==> src/rtl/bram_wb_arbiter.sv <==
// Four-master Wishbone arbiter for the shared blockram port: round-robin per
// complete bus cycle, combinational slave mux and ack return, stall watchdog.
module bram_wb_arbiter #(
   parameter int TIMEOUT = 255
) (
   input  logic         wb_clk_i,
   input  logic         reset,
   input  logic [3:0]   m_cyc_i,
   input  logic [3:0]   m_stb_i,
   input  logic [3:0]   m_we_i,
   input  logic [15:0]  m_sel_i,
   input  logic [127:0] m_adr_i,
   input  logic [127:0] m_dat_i,
   output logic [3:0]   m_ack_o,
   output logic [3:0]   m_err_o,
   output logic [31:0]  m_dat_o,
   output logic         s_cyc_o,
   output logic         s_stb_o,
   output logic         s_we_o,
   output logic [3:0]   s_sel_o,
   output logic [31:0]  s_adr_o,
   output logic [31:0]  s_dat_o,
   input  logic [31:0]  s_dat_i,
   input  logic         s_ack_i,
   output logic [1:0]   grant_o,
   output logic         busy_o,
   output logic [7:0]   err_count_o
);

   typedef enum logic [1:0] {IDLE, GRANT, ABORT} state_e;

   localparam int            CW       = (TIMEOUT > 2) ? $clog2(TIMEOUT) : 1;
   localparam logic [CW-1:0] CNT_LAST = CW'((TIMEOUT > 0) ? TIMEOUT - 1 : 0);
   localparam bit            WD_EN    = (TIMEOUT > 0);

   state_e        state_q, state_d;
   logic [1:0]    grant_q, grant_d;
   logic [1:0]    last_q, last_d;
   logic [CW-1:0] cnt_q, cnt_d;
   logic [3:0]    err_q, err_d;
   logic [7:0]    errcnt_q, errcnt_d;

   logic [1:0]    pick;
   logic          pick_vld;
   logic [1:0]    idx;

   logic          g_cyc, g_stb, g_we;
   logic [3:0]    g_sel;
   logic [31:0]   g_adr, g_dat;

   // Rotating search from last+1; iterating downward lets the nearest requester win.
   always_comb begin
      pick     = '0;
      pick_vld = 1'b0;
      idx      = '0;
      for (int k = 4; k >= 1; k--) begin
         idx = last_q + 2'(k);
         if (m_cyc_i[idx]) begin
            pick     = idx;
            pick_vld = 1'b1;
         end
      end
   end

   assign g_cyc = m_cyc_i[grant_q];
   assign g_stb = m_stb_i[grant_q];
   assign g_we  = m_we_i[grant_q];
   assign g_sel = m_sel_i[{grant_q, 2'b00} +: 4];
   assign g_adr = m_adr_i[{grant_q, 5'b00000} +: 32];
   assign g_dat = m_dat_i[{grant_q, 5'b00000} +: 32];

   always_comb begin
      s_cyc_o = 1'b0;
      s_stb_o = 1'b0;
      s_we_o  = 1'b0;
      s_sel_o = '0;
      s_adr_o = '0;
      s_dat_o = '0;
      m_ack_o = '0;
      if (state_q == GRANT) begin
         s_cyc_o          = g_cyc;
         s_stb_o          = g_cyc & g_stb;
         s_we_o           = g_we;
         s_sel_o          = g_sel;
         s_adr_o          = g_adr;
         s_dat_o          = g_dat;
         m_ack_o[grant_q] = s_ack_i;
      end
   end

   always_comb begin
      state_d  = state_q;
      grant_d  = grant_q;
      last_d   = last_q;
      cnt_d    = cnt_q;
      err_d    = '0;
      errcnt_d = errcnt_q;
      case (state_q)
         IDLE: begin
            cnt_d = '0;
            if (pick_vld) begin
               grant_d = pick;
               state_d = GRANT;
            end
         end
         GRANT: begin
            if (!g_cyc) begin
               last_d  = grant_q;
               cnt_d   = '0;
               state_d = IDLE;
            end else if (WD_EN && g_stb && !s_ack_i) begin
               // An ack arriving in the last allowed cycle never reaches this branch.
               if (cnt_q == CNT_LAST) begin
                  err_d[grant_q] = 1'b1;
                  if (errcnt_q != 8'hFF) errcnt_d = errcnt_q + 8'd1;
                  cnt_d   = '0;
                  state_d = ABORT;
               end else begin
                  cnt_d = cnt_q + CW'(1);
               end
            end else begin
               cnt_d = '0;
            end
         end
         ABORT: begin
            if (!g_cyc) begin
               last_d  = grant_q;
               state_d = IDLE;
            end
         end
         default: state_d = IDLE;
      endcase
   end

   // last resets to 3 so that master 0 is searched first.
   always_ff @(posedge wb_clk_i or posedge reset) begin
      if (reset) begin
         state_q  <= IDLE;
         grant_q  <= 2'd0;
         last_q   <= 2'd3;
         cnt_q    <= '0;
         err_q    <= '0;
         errcnt_q <= '0;
      end else begin
         state_q  <= state_d;
         grant_q  <= grant_d;
         last_q   <= last_d;
         cnt_q    <= cnt_d;
         err_q    <= err_d;
         errcnt_q <= errcnt_d;
      end
   end

   assign m_err_o     = err_q;
   assign m_dat_o     = s_dat_i;
   assign grant_o     = grant_q;
   assign busy_o      = (state_q != IDLE);
   assign err_count_o = errcnt_q;

endmodule

==> config.mk <==
export PLATFORM = sky130hd
export DESIGN_NAME = bram_wb_arbiter
export DESIGN_NICKNAME = d
export VERILOG_FILES = /design/src/rtl/bram_wb_arbiter.sv
export SDC_FILE = /design/constraint.sdc
export NUM_CORES = 1
export LEC_CHECK = 0
export ABC_AREA = 1
export CORE_AREA = 5 5 167 169
export CTS_BUF_LIST = sky130_fd_sc_hd__clkbuf_4 sky130_fd_sc_hd__clkbuf_8 sky130_fd_sc_hd__clkbuf_16
export DETAILED_ROUTE_END_ITERATION = 10
export DIE_AREA = 0 0 172 174
export PLACE_DENSITY = 0.57
export SLEW_MARGIN = 20
export SYNTH_ARGS = -nofsm -noshare
export SYNTH_HDL_FRONTEND = slang
export SYNTH_SLANG_ARGS = --single-unit
==> constraint.sdc <==
create_clock -name wb_clk_i -period 2.4 [get_ports wb_clk_i]
set_clock_uncertainty 0.1 [all_clocks]
set_input_delay 0.48 -clock wb_clk_i [delete_from_list [all_inputs] [get_ports wb_clk_i]]
set_output_delay 0.48 -clock wb_clk_i [all_outputs]
set_load 0.05 [all_outputs]
==> results of run 1 <==
==> cells in the final DEF, fill, tap and decap left out, types with 2 or more instances in the layout <==
master and instances:
buf_4 25, nor2_1 25, a31oi_4 67, nand2_4 6, buf_8 2, inv_1 35
a21oi_1 3, ha_1 6, clkdlybuf4s50_1 298, dfstp_2 2, nor3_1 3, dfrtp_1 22
a31oi_2 2, xnor2_1 2, clkbuf_16 10, nand2_2 12, nand3b_1 2, nor2_4 3
buf_12 93, xor2_1 7, o21ai_0 9, buf_16 5, nand4_1 5, a22oi_2 66
nor2_2 3, a22oi_1 3, nand3_1 98, buf_6 4, nand2_1 142
==> final cells by class <==
cell class              instances  area (um^2)
well taps                     341          427
flip-flops and latches         26          658
fillers                      2576        15700
repair buffers                434         5420
clock inverters                 1         30.0
multi-input cells             470         3970
clock buffers                   3         75.1
inverters                      38          158
==> power groups by stage <==
stage	combinational, mW	sequential [mW]	clock (mW)
2_1_floorplan	6.28	0.608	0
3_3_place_gp	10.9	0.607	0
3_5_place_dp	10.9	0.611	0
4_1_cts	12.0	0.612	0.514
5_1_grt	13.4	0.624	0.533
6_report	12.8	0.612	0.508
==> worst register-to-register path, delay by kind of cell, from the launching register on <==
family / cells / cell delay, ns
buffers and inverters: 4 / 0.53
flip-flops: 1 / 0.55
AND/OR/NAND/NOR: 9 / 0.77
==> registers in the layout (all words and copies together) (netlist names) <==
name,flops
last_q,2
m_err_o,4
cnt_q,8
state_q,2
grant_o,2
err_count_o,8
==> what timing repair did <==
action	in CTS	in global routing
buffers inserted	9	14
pin swaps	5	20
setup endpoints to repair	71	57
cloned	6	10
gates resized for setup	60	53
==> synthesized netlist by cell type, drive strengths merged <==
master  number
nand3b       2
xor2         7
nand2      161
nand4        6
clkbuf      37
nor3         3
ha           6
nand3      100
dfstp        2
inv         38
or2          1
buf         42
xnor2        2
a22oi       69
dfrtp       24
a21oi        3
nor2        32
a31oi       69
o21ai        9
==> metal layers <==
metal  GRT usage [%]  up-vias
li1                -     2874
met5               0        -
met3            3.50       36
met2            29.1      240
met4            3.93        2
met1            20.3     2843
==> path summary, 6_finish.rpt <==
kind                            startpoint     endpoint  cells past startpoint
worst max register to register  grant_o[0]   state_q[1]                     13
worst max-delay path            grant_o[0]  s_adr_o[19]                      6
min in group asynchronous            reset   m_err_o[0]                      3
worst min register to register  state_q[1]   state_q[1]                      2
worst min-delay path            state_q[1]   state_q[1]                      2
max in group asynchronous            reset    last_q[1]                      3
==> kinds of logic after synthesis <==
logic type	share of synthesized area [%]
AND/OR/NAND/NOR	36.5
flip-flops	17.3
AO/OA/AOI/OAI	26.8
adder cells (fa/ha/maj)	1.99
buffers and inverters	15.3
XOR/XNOR	2.09
==> per-stage QoR <==
stage | std cells | util, % | total power, mW | cell area [um^2] | setup slack, ns
finish | 1313 | 40.6 | 13.9 | 10700 | -0.0497
global route | 1313 | 40.6 | 14.5 | 10700 | -0.104
CTS | 1291 | 38.6 | 13.1 | 10200 | -0.0506
detailed placement | 1272 | 36.2 | 11.6 | 9570 | 0.128
global placement | 1272 | 36.2 | 11.5 | 9570 | 0.139
floorplan | 613 | - | 6.89 | 4780 | -0.118
==> results.toml, run 1 <==
[logic_synthesis]
yosysWarnings = 0
ys_seq_elements = 26
syn_inst = 613
synthDominantCellAreaShare_pct = 16.0
yosysUniqueCellTypes = 30
synthTopCellsByArea = "dfrtp_1 (16%), nand2_1 (16%), a22oi_1 (14%)"
seq_area_frac_synth_pct = 17.3
avgSynthCellArea_um2 = 6.14
syn_area_mm2 = 0.00376
yosysTopAreaCell = "dfrtp_1"
syn-num-nets = 938

[grt]
grt_pass1_vias = 6326
antenna_found_initial = 2
grtUsageTotal_pct = 16.5
grt_start_max_net_pins = 42
overflow = 0
grt_first_pass_wirelength_mm = 38.4

[detailed_routing]
drt_iter0_drc = 266
remaining_drc_errors = 0
wl_mm = 27.6
wl_met2_mm = 13.7
dr_wl_met3_mm = 1.70
vias = 5995
ant_nets = 0
wire_per_inst_um = 21.0
drt_pass1_iterations = 4
vias_per_cell = 4.57
wl_met1_mm = 11.6
highest_layer = "met5"

[floorplan]
num_io_pins = 441
die_height_um = 174
placementRows = 60
die_x_um = 172
coreArea_mm2 = 0.0264
start_util_pct = 14.2
die-area_mm2 = 0.0299

[setup_path]
crit_arrival_ns = 1.87
critPathMaxFanout = 7
critPathSlowestCell = "dfrtp_4"
critPathMaxStageDelay_ns = 0.55
critPathRequiredTime_ns = 1.82
rrSetupSlack_ns = 0.35
crit_family = "flip-flops"
crit_path_start_kind = "flop"
path_class = "reg2out"
crit_buf_inv = 3
endpoint_kind = "output pin"
crit_chain = "nor2_4 > buf_6 > buf_16 > a22oi_2 > a31oi_4 > buf_12"

[layout]
synthToLayoutAreaGrowth_pct = 185
layout-drive-gt1-share_pct = 32.1
nNetsFinal = 1298
diodes = 0

[power]
leakagePower_nw = 3.81
swShare_pct = 53.6
power_frac_clock_pct = 3.6
p_per_area_mw_per_mm2 = 1300
p_sw_mw = 7.46
peakVddDrop_mv = 0.556
power_frac_comb_pct = 92.0
seq_power_share_pct = 4.4
p_int_mw = 6.47

[timing]
max_freq_mhz = 408
relSlewSlack_pct = 64.0
whs_ns = 0.414
setup-violations-final = 39
finalSetupTns_ns = -0.695
period_needed_ns = 2.45
final_hold_viol_count = 0
rsz0062_at_grt = "true"
drv_slew = 0
worst_slack_ns = -0.0497
worstMarginPinSlew_ns = 0.538
min_period_over_period_pct = 102

[cts]
cts_buffers = 3
cts.sinks = 26
path_clk_slew_ns = 0.07
ctsHoldBuffers = 0
h-tree-depth = 1
clockRootBuffer = "clkbuf_16"
clk_latency_ns = 0.27
clk_path_buf_depth = 2
cts_tree = "done"

[place]
hpwlAfterDp_mm = 19.5
portBuffers = 376
routabilityCongestion = 0.881

[job]
cap_violations = 0

[worst_hold_path]
hold_path.class = "reg2reg"

[outcome]
violations = "negative setup slack"
status = "complete, but fails checks"
Power figures use the tool's default switching activity.
==> run 2: changes to the inputs <==
--- a/config.mk
+++ b/config.mk
@@ -10,6 +10,7 @@
 export CTS_BUF_LIST = sky130_fd_sc_hd__clkbuf_4 sky130_fd_sc_hd__clkbuf_8 sky130_fd_sc_hd__clkbuf_16
 export DETAILED_ROUTE_END_ITERATION = 10
 export DIE_AREA = 0 0 172 174
+export GPL_TIMING_DRIVEN = 0
 export PLACE_DENSITY = 0.57
 export SLEW_MARGIN = 20
 export SYNTH_ARGS = -nofsm -noshare
==> results.toml, run 2 (synthesis results as in run 1) <==
[place]
place_inst = 1362
portBuffers = 408
placed_cell_area_mm2 = 0.00929
hpwlAfterDp_mm = 22.6
preCtsSetupSlack_ns = -1.19
routabilityCongestion = 0.870

[floorplan]
die-area_mm2 = 0.0299
die_height_um = 174
die_x_um = 172
placementRows = 60
num_io_pins = 441
start_util_pct = 14.2
coreArea_mm2 = 0.0264

[outcome]
violations = "negative setup slack"
status = "complete, but fails checks"

[cts]
ctsHoldBuffers = 0
cts_buffers = 3
clockRootBuffer = "clkbuf_16"
path_clk_slew_ns = 0.07
clk_latency_ns = 0.26
clk_path_buf_depth = 2
h-tree-depth = 1
cts.sinks = 26
cts_tree = "done"

[grt]
grt_first_pass_wirelength_mm = 39.3
overflow = 0
grt_start_max_net_pins = 27
grt_pass1_vias = 6345
grt.met1_usage_pct = 20.7
antenna_found_initial = 2
busiest_layer = "met2"
grtUsageTotal_pct = 17.0
use_met2_pct = 30.7
use_met3_pct = 3.66

[timing]
period_needed_ns = 2.41
rsz0062_at_grt = "true"
drv_slew = 0
whs_ns = 0.412
max_freq_mhz = 414
final_hold_viol_count = 0
setup-violations-final = 1
min_period_over_period_pct = 101
worstMarginPinSlew_ns = 0.579
worst_slack_ns = -0.0144
finalSetupTns_ns = -0.0144
relSlewSlack_pct = 61.4

[setup_path]
crit_arrival_ns = 1.83
critPathMaxFanout = 8
critPathRequiredTime_ns = 1.82
crit_path_start_kind = "flop"
rrSetupSlack_ns = 0.56
endpoint_kind = "output pin"
path_class = "reg2out"

[power]
leakagePower_nw = 3.86
finalPower_mw = 12.2
p_per_area_mw_per_mm2 = 1170
peakVddDrop_mv = 0.610

[layout]
synthToLayoutAreaGrowth_pct = 177
layout-drive-gt1-share_pct = 32.3
fin_area_mm2 = 0.0104
nFillCells = 2671
layout_commonest_cell = "clkdlybuf4s50_1"
stdcell_count = 1384
final_cell_mix = "clkdlybuf4s50_1 (332), nand2_1 (156), nand3_1 (96)"
post-route-util_pct = 39.5
nNetsFinal = 1368

[detailed_routing]
vias = 6113
ant_nets = 0
wl_mm = 27.4
drt_iter0_drc = 246
drt_pass1_iterations = 4
vias_per_cell = 4.42
wire_per_inst_um = 19.8
remaining_drc_errors = 0

[worst_hold_path]
hold_path.class = "reg2reg"

[job]
cap_violations = 0
[run 2: cell type report]
type	instances	area, um^2	area share (%)
inverter	38	158	1.51
tap	341	427	4.09
multi-input combinational	470	3930	37.7
timing repair buffer	426	4340	41.5
sequential	26	656	6.28
antenna	1	2.50	0.0240
clock inverter	1	30.0	0.288
buffer	78	818	7.84
clock buffer	3	75.1	0.719
[run 2: critical path, stage by stage (launching register included)]
cell and delay, ns:
dfrtp_2 0.50, nand2_4 0.14, clkinv_8 0.10, bufbuf_16 0.30, a22oi_1 0.19, a31oi_2 0.14
buf_6 0.18
[run 2: worst paths after layout]
path | to | depth (start not counted) | startpoint
worst max-delay path | s_dat_o[4] | 6 | grant_o[0]
max in group asynchronous | grant_o[1] | 2 | reset
worst min-delay path | err_count_o[4] | 2 | err_count_o[4]
min in group asynchronous | m_err_o[1] | 2 | reset
worst max register to register | err_count_o[6] | 7 | err_count_o[0]
worst min register to register | err_count_o[4] | 2 | err_count_o[4]
[run 2: routing by layer]
metal,routed length (um),vias to the layer above
met2,14300,221
met5,7,-
met3,1730,32
met1,10800,2849
li1,-,3009
met4,522,2
[run 2: where the power goes]
group	leakage [nW]	switching, mW	total, mW	internal, mW
clock network	0.0511	0.163	0.495	0.332
logic	3.46	6.77	11.1	4.31
registers	0.347	0.0901	0.599	0.509
[run 2: what timing repair did]
action	in CTS	in global routing
setup endpoints to repair	77	75
pin swaps	5	8
buffers inserted	8	5
resized for setup	630	80
gates cloned	3	2
==> run 3: changes to the inputs <==
--- a/config.mk
+++ b/config.mk
@@ -6,12 +6,13 @@
 export NUM_CORES = 1
 export LEC_CHECK = 0
 export ABC_AREA = 1
-export CORE_AREA = 5 5 167 169
+export CORE_AREA = 5 5 166 168
 export CTS_BUF_LIST = sky130_fd_sc_hd__clkbuf_4 sky130_fd_sc_hd__clkbuf_8 sky130_fd_sc_hd__clkbuf_16
 export DETAILED_ROUTE_END_ITERATION = 10
-export DIE_AREA = 0 0 172 174
+export DIE_AREA = 0 0 171 173
 export GPL_TIMING_DRIVEN = 0
 export PLACE_DENSITY = 0.57
+export REMOVE_ABC_BUFFERS = 1
 export SLEW_MARGIN = 20
 export SYNTH_ARGS = -nofsm -noshare
 export SYNTH_HDL_FRONTEND = slang
==> constraint.sdc (replaced) <==
create_clock -name wb_clk_i -period 2.9 [get_ports wb_clk_i]
set_clock_uncertainty 0.1 [all_clocks]
set_input_delay 0.58 -clock wb_clk_i [delete_from_list [all_inputs] [get_ports wb_clk_i]]
set_output_delay 0.58 -clock wb_clk_i [all_outputs]
set_load 0.05 [all_outputs]
==> results.toml, run 3 (synthesis results as in run 1) <==
[outcome]
status = "finished clean"

[detailed_routing]
vias_per_cell = 4.56
highest_layer = "met5"
drt_pass1_iterations = 4
ant_nets = 0
remaining_drc_errors = 0
wl_met1_mm = 10.7
wire_per_inst_um = 21.0
wl_met2_mm = 12.8
dr_wl_met3_mm = 2.54
drt_iter0_drc = 291
wl_mm = 26.6
vias = 5781

[power]
p_per_area_mw_per_mm2 = 925
finalPower_mw = 7.38
peakVddDrop_mv = 0.493
leakagePower_nw = 3.13

[floorplan]
num_io_pins = 441
die_x_um = 171
placementRows = 59
die_height_um = 173
start_util_pct = 14.6
die-area_mm2 = 0.0296
coreArea_mm2 = 0.0258

[timing]
drv_slew = 0
rsz0062_at_grt = "true"
worstMarginPinSlew_ns = 0.588
period_needed_ns = 2.90
setup-violations-final = 0
min_period_over_period_pct = 99.9
worst_slack_ns = 0.00309
final_hold_viol_count = 0
whs_ns = 0.422
relSlewSlack_pct = 60.8
max_freq_mhz = 345

[setup_path]
crit_arrival_ns = 2.22
endpoint_kind = "output pin"
critPathMaxFanout = 46
critPathRequiredTime_ns = 2.22
crit_chain = "inv_1 > ha_2 > inv_4 > buf_12 > a31oi_1 > clkdlybuf4s15_1"
critPathSlowestCell = "clkdlybuf4s15_1"
critPathMaxStageDelay_ns = 0.53
crit_path_start_kind = "flop"
path_class = "reg2out"

[layout]
synthToLayoutAreaGrowth_pct = 112
final_cell_mix = "clkdlybuf4s50_1 (301), nand2_1 (156), nand3_1 (98)"
diodes = 0
layout-drive-gt1-share_pct = 12.7
nNetsFinal = 1260
layout_commonest_cell = "clkdlybuf4s50_1"

[place]
portBuffers = 376
hpwlAfterDp_mm = 20.9
preCtsSetupSlack_ns = -1.08
routabilityCongestion = 0.822

[cts]
path_clk_slew_ns = 0.07
cts.sinks = 26
clk_path_buf_depth = 2
clockRootBuffer = "clkbuf_16"
cts_tree = "done"
cts_buffers = 3
h-tree-depth = 1
clk_latency_ns = 0.26

[grt]
grtUsageTotal_pct = 16.6
grt_start_max_net_pins = 47
grt_first_pass_wirelength_mm = 37.7
grt_pass1_vias = 5740
overflow = 0
antenna_found_initial = 3

[worst_hold_path]
hold_path.class = "reg2reg"

[job]
cap_violations = 0
==> run 3: cell count changes in the layout (fill, tap and decap cells not counted), moves of 5 or more <==
cell / previous run / this run
buf_4: 73 / 10
buf_2: 2 / 11
clkbuf_4: 7 / 2
clkdlybuf4s15_2: 0 / 51
a31oi_4: 66 / 0
clkdlybuf4s50_1: 332 / 301
clkbuf_8: 14 / 0
a31oi_1: 0 / 68
a22oi_1: 2 / 68
buf_6: 48 / 1
a22oi_2: 67 / 1
buf_8: 10 / 2
==> run 3: through the flow <==
stage                     std cells  setup TNS (ns)  util [%]  cell area (um^2)
after floorplan                 534         -155.88         -              3330
after CTS                      1269        -0.00256      31.1              8010
after detailed placement       1252          -51.06      29.8              7670
after global placement         1245         -389.12      29.2              7520
after global routing           1269          -0.130      30.9              7970
final                          1269               0      30.9              7970
==> run 3: final timing paths <==
kind,start,slack [ns],depth (start not counted),endpoint
max,state_q[1],0.003,6,s_adr_o[3]
min,state_q[0],0.42,2,state_q[0]
max reg2reg,grant_o[0],0.73,10,m_err_o[2]
min reg2reg,state_q[0],0.42,2,state_q[0]
max in group asynchronous,reset,1.66,2,grant_o[1]
min in group asynchronous,reset,0.60,2,m_err_o[1]
==> run 3: area by class of cell <==
cell class	instances	area [um^2]
Tap cell	335	419
Timing Repair Buffer	394	4020
Timing Repair inverter	2	17.5
Fill cell	2777	17800
Multi-Input combinational cell	470	2580
Sequential cell	26	661
Clock inverter	1	30.0
Clock buffer	3	75.1
Inverter	38	171
==> run 3: routing by layer <==
layer | up-vias | track usage (%)
li1 | 2784 | -
met4 | 8 | 2.01
met2 | 290 | 28.0
met1 | 2673 | 20.8
met5 | - | 2.84
met3 | 26 | 5.91
==> run 3: report_power, final <==
part	internal, mW	leakage, nW	total (mW)	switching, mW
registers	0.429	0.347	0.516	0.0864
clock network	0.275	0.0511	0.412	0.137
logic	2.06	2.73	6.45	4.38
total	2.77	3.13	7.38	4.61
==> run 3: repair_timing <==
action                     in CTS  in global routing
pin swaps                       2                  1
setup endpoints to repair      88                 19
hold buffers                    0                  0
gates resized for setup       308                 29
cloned                          2                  0
setup buffers                  11                  0
==> run 3: worst max-delay path: cells and delay by family (launching register included) <==
kind            cells  cell delay [ns]
flops               1             0.41
buf+inv             4             1.02
fa+ha+maj           1             0.29
compound gates      1             0.19
